[src/rtl/button_pkg.sv]
// rtl/button_pkg.sv - shared state encoding and default timing for the push-button reader.
package button_pkg;

  typedef enum logic [1:0] {
    IDLE,
    HELD,
    LONG_HELD
  } btn_state_e;

  localparam int CLK_HZ           = 27_000_000;
  localparam int DEBOUNCE_DEFAULT = CLK_HZ / 100;  // 10 ms
  localparam int LONG_DEFAULT     = CLK_HZ;        // 1 s

endpackage

[src/rtl/sync_debounce.sv]
// rtl/sync_debounce.sv - two-flop synchroniser and debounce counter for an active-low button pin.
module sync_debounce
  import button_pkg::*;
#(
  parameter int DEBOUNCE_CYCLES = DEBOUNCE_DEFAULT
) (
  input  logic sys_clk,
  input  logic rst_n,
  input  logic btn_n_raw,
  output logic level,
  output logic rise,
  output logic fall
);

  localparam int CW = $clog2(DEBOUNCE_CYCLES + 1);
  localparam logic [CW-1:0] CNT_LAST = CW'(DEBOUNCE_CYCLES - 1);

  logic          sync1;
  logic          sync2;
  logic          btn_s;
  logic [CW-1:0] cnt;

  assign btn_s = ~sync2;

  // The counter only runs while the synchronised pin disagrees with the accepted level.
  always_ff @(posedge sys_clk) begin
    if (!rst_n) begin
      sync1 <= 1'b1;
      sync2 <= 1'b1;
      cnt   <= '0;
      level <= 1'b0;
      rise  <= 1'b0;
      fall  <= 1'b0;
    end else begin
      sync1 <= btn_n_raw;
      sync2 <= sync1;
      rise  <= 1'b0;
      fall  <= 1'b0;
      if (btn_s == level) begin
        cnt <= '0;
      end else if (cnt == CNT_LAST) begin
        cnt   <= '0;
        level <= btn_s;
        rise  <= btn_s;
        fall  <= ~btn_s;
      end else begin
        cnt <= cnt + CW'(1);
      end
    end
  end

endmodule

[src/rtl/button_reader.sv]
// rtl/button_reader.sv - debounced button level, press/release pulses, click classification and press count.
module button_reader
  import button_pkg::*;
#(
  parameter int DEBOUNCE_CYCLES = DEBOUNCE_DEFAULT,
  parameter int LONG_CYCLES     = LONG_DEFAULT
) (
  input  logic       sys_clk,
  input  logic       rst_n,
  input  logic       btn_n_raw,
  output logic       pressed,
  output logic       press_pulse,
  output logic       release_pulse,
  output logic       short_click,
  output logic       long_pulse,
  output logic [7:0] press_count
);

  localparam int HW = $clog2(LONG_CYCLES + 1);
  localparam logic [HW-1:0] HOLD_LAST = HW'(LONG_CYCLES - 1);
  localparam logic [HW-1:0] HOLD_MAX  = HW'(LONG_CYCLES);

  logic deb_level;
  logic deb_rise;
  logic deb_fall;

  sync_debounce #(
    .DEBOUNCE_CYCLES(DEBOUNCE_CYCLES)
  ) u_sync_debounce (
    .sys_clk  (sys_clk),
    .rst_n    (rst_n),
    .btn_n_raw(btn_n_raw),
    .level    (deb_level),
    .rise     (deb_rise),
    .fall     (deb_fall)
  );

  btn_state_e    state;
  btn_state_e    state_next;
  logic [HW-1:0] hold_cnt;
  logic [HW-1:0] hold_next;
  logic [7:0]    count_next;
  logic          press_next;
  logic          release_next;
  logic          short_next;
  logic          long_next;

  always_ff @(posedge sys_clk) begin
    if (!rst_n) begin
      state         <= IDLE;
      hold_cnt      <= '0;
      pressed       <= 1'b0;
      press_pulse   <= 1'b0;
      release_pulse <= 1'b0;
      short_click   <= 1'b0;
      long_pulse    <= 1'b0;
      press_count   <= 8'd0;
    end else begin
      state         <= state_next;
      hold_cnt      <= hold_next;
      pressed       <= deb_level;
      press_pulse   <= press_next;
      release_pulse <= release_next;
      short_click   <= short_next;
      long_pulse    <= long_next;
      press_count   <= count_next;
    end
  end

  // A release seen on the threshold cycle takes priority, so that press stays a short click.
  always_comb begin
    state_next   = state;
    hold_next    = hold_cnt;
    count_next   = press_count;
    press_next   = 1'b0;
    release_next = 1'b0;
    short_next   = 1'b0;
    long_next    = 1'b0;
    case (state)
      IDLE: begin
        if (deb_rise) begin
          state_next = HELD;
          hold_next  = '0;
          press_next = 1'b1;
          count_next = press_count + 8'd1;
        end
      end
      HELD: begin
        if (deb_fall) begin
          state_next   = IDLE;
          release_next = 1'b1;
          short_next   = 1'b1;
        end else if (hold_cnt == HOLD_LAST) begin
          state_next = LONG_HELD;
          long_next  = 1'b1;
          hold_next  = hold_cnt + HW'(1);
        end else begin
          hold_next = hold_cnt + HW'(1);
        end
      end
      LONG_HELD: begin
        if (deb_fall) begin
          state_next   = IDLE;
          release_next = 1'b1;
        end else if (hold_cnt != HOLD_MAX) begin
          hold_next = hold_cnt + HW'(1);
        end
      end
      default: state_next = IDLE;
    endcase
  end

endmodule

[config.mk]
export PLATFORM = sky130hd
export DESIGN_NAME = button_reader
export DESIGN_NICKNAME = d
export VERILOG_FILES = /design/src/rtl/button_pkg.sv /design/src/rtl/sync_debounce.sv /design/src/rtl/button_reader.sv
export SDC_FILE = /design/constraint.sdc
export NUM_CORES = 1
export LEC_CHECK = 0
export ABC_AREA = 1
export ABC_CLOCK_PERIOD_IN_PS = 3600
export CAP_MARGIN = 20
export CORE_ASPECT_RATIO = 0.6
export CORE_MARGIN = 2
export CORE_UTILIZATION = 67
export CTS_BUF_LIST = sky130_fd_sc_hd__clkbuf_4
export CTS_CLUSTER_DIAMETER = 100
export DETAILED_ROUTE_END_ITERATION = 10
export PLACE_DENSITY = 0.87
export SLEW_MARGIN = 10
export SYNTH_ARGS = -nofsm -noshare
export SYNTH_HDL_FRONTEND = slang
export SYNTH_SLANG_ARGS = --single-unit
[constraint.sdc]
create_clock -name sys_clk -period 3.6 [get_ports sys_clk]
set_input_delay 0.54 -clock sys_clk [delete_from_list [all_inputs] [get_ports sys_clk]]
set_output_delay 0.54 -clock sys_clk [all_outputs]
set_load 0.05 [all_outputs]
==> results.cfg <==
[grt]
antenna_found_initial = 0
grt_pass1_vias = 2856
grtUsageTotal = 0.284
overflow = 0
grt_max_degree = 25
grt_pass1_wl_um = 13000

[timing]
worst_pin_slew_ns = 0.679
post-route-period-util = 0.608
grt_setup_unrepaired = no
hold_ws_ns = 0.422
min_period_ns = 2.19
hold_viol = 0
tns_ns = 0
fmax_ghz = 0.457
maxSlewViolCount = 0
finClkSkew_ns = 0.0163
relSlewSlack = 0.546
setup_viol = 0

[critical_path]
crit_path_max_fanout = 17
critPathRequiredTime_ns = 3.91
r2r-start = state[0]$_SDFFE_PN0P_
worstSetupPathType = register to register
end_kind = register
rrSetupSlack_ns = 1.41
cpPeakStageDelay_ns = 0.58
start_kind = register
crit_family = simple AND/OR/NAND/NOR gates
critical_path_arrival_ns = 2.50
crit_chain = inv_1, ha_1, inv_1, nor2_1, nor3_4, nand2_8, nand2_4, nand2_4, inv_4, nor2_1
reg2regPathDepth = 10
r2r-end = hold_cnt[9]$_SDFFE_PN0P_
crit_buf_inv = 3
crit_slowest_cell = nor3_4

[logic_synthesis]
netlist_area_um2 = 3480
synth_seq_area_share = 0.368
syn-num-nets = 537
postSynthCellCount = 526
yosysUniqueCellTypes = 38
synth_top_flop_cell = dfxtp_1
async_flop_share = 0
synth_edf_count = 0
synth_seq_cells = 64
yosys_warnings = 0
synth_area_per_cell_um2 = 6.62

[drt]
ant_nets = 0
wl_um = 7830
avgViaCountPerCell = 5.47
firstDrtPassIters = 5
num_vias = 3356
wl_per_cell_um = 12.8
drcViolationCount = 0
drt_iter0_drc = 278

[pwr]
powerDensity_nw_per_um2 = 315
p_sw_mw = 0.268
clock_power_share = 0.388
combPwrFrac = 0.017
p_leak_nw = 1.36
switching_share = 0.225
vdd_drop_max_mv = 0.197
p_seq_frac = 0.595
power.internal_mw = 0.924

[run]
cap_violations = 0

[clock_network]
cts_resized = 0
cts_sinks = 64
clk_pin_slew_worst_paths_ns = 0.10
post_cts_buffers = 0
htree_num_levels = 3
clock-root-buffer = clkbuf_4
cts_tree = built
clock_path_buffers = 2
postCtsHoldBufs = 0
numCtsBuffers = 9
worstSkewPairLatency_ns = 0.41

[die]
ios = 16
die_h_um = 59.8
placementRows = 20
initial_core_util = 0.692
dieArea_um2 = 5810
fp.coreArea_um2 = 5030
die_x_um = 97.1

[min_path]
min_path_type = register to register
worst_hold_path.endpoint = u_sync_debounce.sync2$_SDFF_PN1_
worstHoldStart = u_sync_debounce.sync1$_SDFF_PN1_
hold_path_depth = 1

[finish]
fillers = 402
syn_to_final_growth_pct = 8.88
drive_gt1_frac = 0.0712
finalNetCount = 555
diodes = 0

[place]
dpl.hpwl_um = 5820
place_congestion = 0.932
portBuffers = 15

[run_status]
status = completed
synth_stat cells, types with 4 or more instances:
cell	count	share of area
inv_1	62	0.067
nor2_1	108	0.12
a21oi_1	14	0.020
nand4_1	22	0.040
dfxtp_1	64	0.37
a21oi_2	6	0.015
nand2_1	133	0.14
nor3_1	16	0.023
ha_1	8	0.029
buf_2	4	0.0058
nand3_1	34	0.049
xor2_1	8	0.020
o21ai_0	5	0.0072
logic make-up (layout without fill, tap and decap cells):
logic type / count (synthesis) / after routing / synth area share
fa+ha+maj: 8 / 8 / 0.0288
flops: 64 / 64 / 0.368
simple gates: 337 / 337 / 0.435
compound gates: 30 / 30 / 0.0521
buf+inv: 76 / 98 / 0.0888
xor+xnor: 11 / 11 / 0.0277
layer usage:
layer	up-vias	track usage	part of all wire
met1	1491	0.400	0.49
li1	1708	-	-
met5	-	0	0
met3	14	0.104	0.10
met2	143	0.408	0.40
met4	0	0.0825	0.013
state kept, by name (all words and copies together), names as in the netlist, 2 cells and up:
signal / cells
u_sync_debounce.cnt: 19
press_count: 8
state: 2
hold_cnt: 25
per-stage QoR:
| step | utilization | power (mW) | setup WS, ns | cell area (um2) | std cells |
|---|---|---|---|---|---|
| after floorplan | - | 0.741 | 1.97 | 3480 | 526 |
| after global placement | 0.729 | 0.745 | 1.24 | 3670 | 599 |
| after detailed placement | 0.729 | 0.746 | 1.18 | 3670 | 599 |
| after CTS | 0.753 | 1.20 | 1.39 | 3790 | 614 |
| after global routing | 0.753 | 1.23 | 1.28 | 3790 | 614 |
| final | 0.753 | 1.19 | 1.41 | 3790 | 614 |
worst max path at each step:
stage / end / slack (ns) / cells past startpoint / startpoint
after floorplan: hold_cnt[9]$_SDFFE_PN0P_ / 1.97 / 9 / state[0]$_SDFFE_PN0P_
after global placement: u_sync_debounce.cnt[13]$_SDFF_PP0_ / 1.24 / 7 / rst_n
after detailed placement: u_sync_debounce.cnt[16]$_SDFF_PP0_ / 1.18 / 7 / rst_n
after CTS: press_count[3] / 1.39 / 1 / press_count[3]$_SDFFE_PN0P_
after global routing: hold_cnt[9]$_SDFFE_PN0P_ / 1.28 / 10 / state[0]$_SDFFE_PN0P_
final: hold_cnt[9]$_SDFFE_PN0P_ / 1.41 / 10 / state[0]$_SDFFE_PN0P_
power groups by stage:
stage	Clock, mW	Combinational [mW]	Sequential [mW]
after floorplan	0	0.0152	0.726
after global placement	0	0.0196	0.726
after detailed placement	0	0.0202	0.726
after CTS	0.468	0.0203	0.709
after global routing	0.499	0.0221	0.710
final	0.463	0.0205	0.709
cells in the final DEF (no fill, tap or decap), drive strengths merged:
| cell | netlist | layout |
|---|---|---|
| nand2 | 140 | 140 |
| nor2 | 111 | 111 |
| inv | 66 | 66 |
| dfxtp | 64 | 64 |
| nand3 | 34 | 34 |
| nand4 | 22 | 22 |
| a21oi | 20 | 20 |
| nor3 | 19 | 19 |
| clkdlybuf4s50 | 0 | 15 |
| clkbuf | 2 | 10 |
| xor2 | 8 | 8 |
| ha | 8 | 8 |
| o21ai | 5 | 5 |
| clkinv | 1 | 4 |
| or2 | 4 | 4 |
| nand3b | 3 | 3 |
| nor3b | 3 | 3 |
| xnor2 | 3 | 3 |
| o22ai | 2 | 2 |
| a211oi | 1 | 1 |
| a22oi | 1 | 1 |
| a31oi | 1 | 1 |
| nor4 | 1 | 1 |
| clkinvlp | 0 | 1 |
| bufinv | 0 | 1 |
| buf | 7 | 1 |
worst register-to-register path, stage by stage, from the launching register on:
cell and delay (ns):
dfxtp_1 0.41, inv_1 0.09, ha_1 0.23, inv_1 0.11, nor2_1 0.08, nor3_4 0.58, nand2_8 0.20, nand2_4 0.12
nand2_4 0.12, inv_4 0.12, nor2_1 0.05
cell type report:
class                      count  area [um2]  share of cell area
clock buffer                  10        75.1              0.0198
clock inverter                 5        48.8              0.0129
tap                           66        82.6              0.0218
multi-input combinational    386        1890               0.499
timing repair buffer          16         158              0.0416
sequential                    64        1280               0.338
inverter                      67         254              0.0670
No activity file was read; power rests on OpenSTA's default activity.
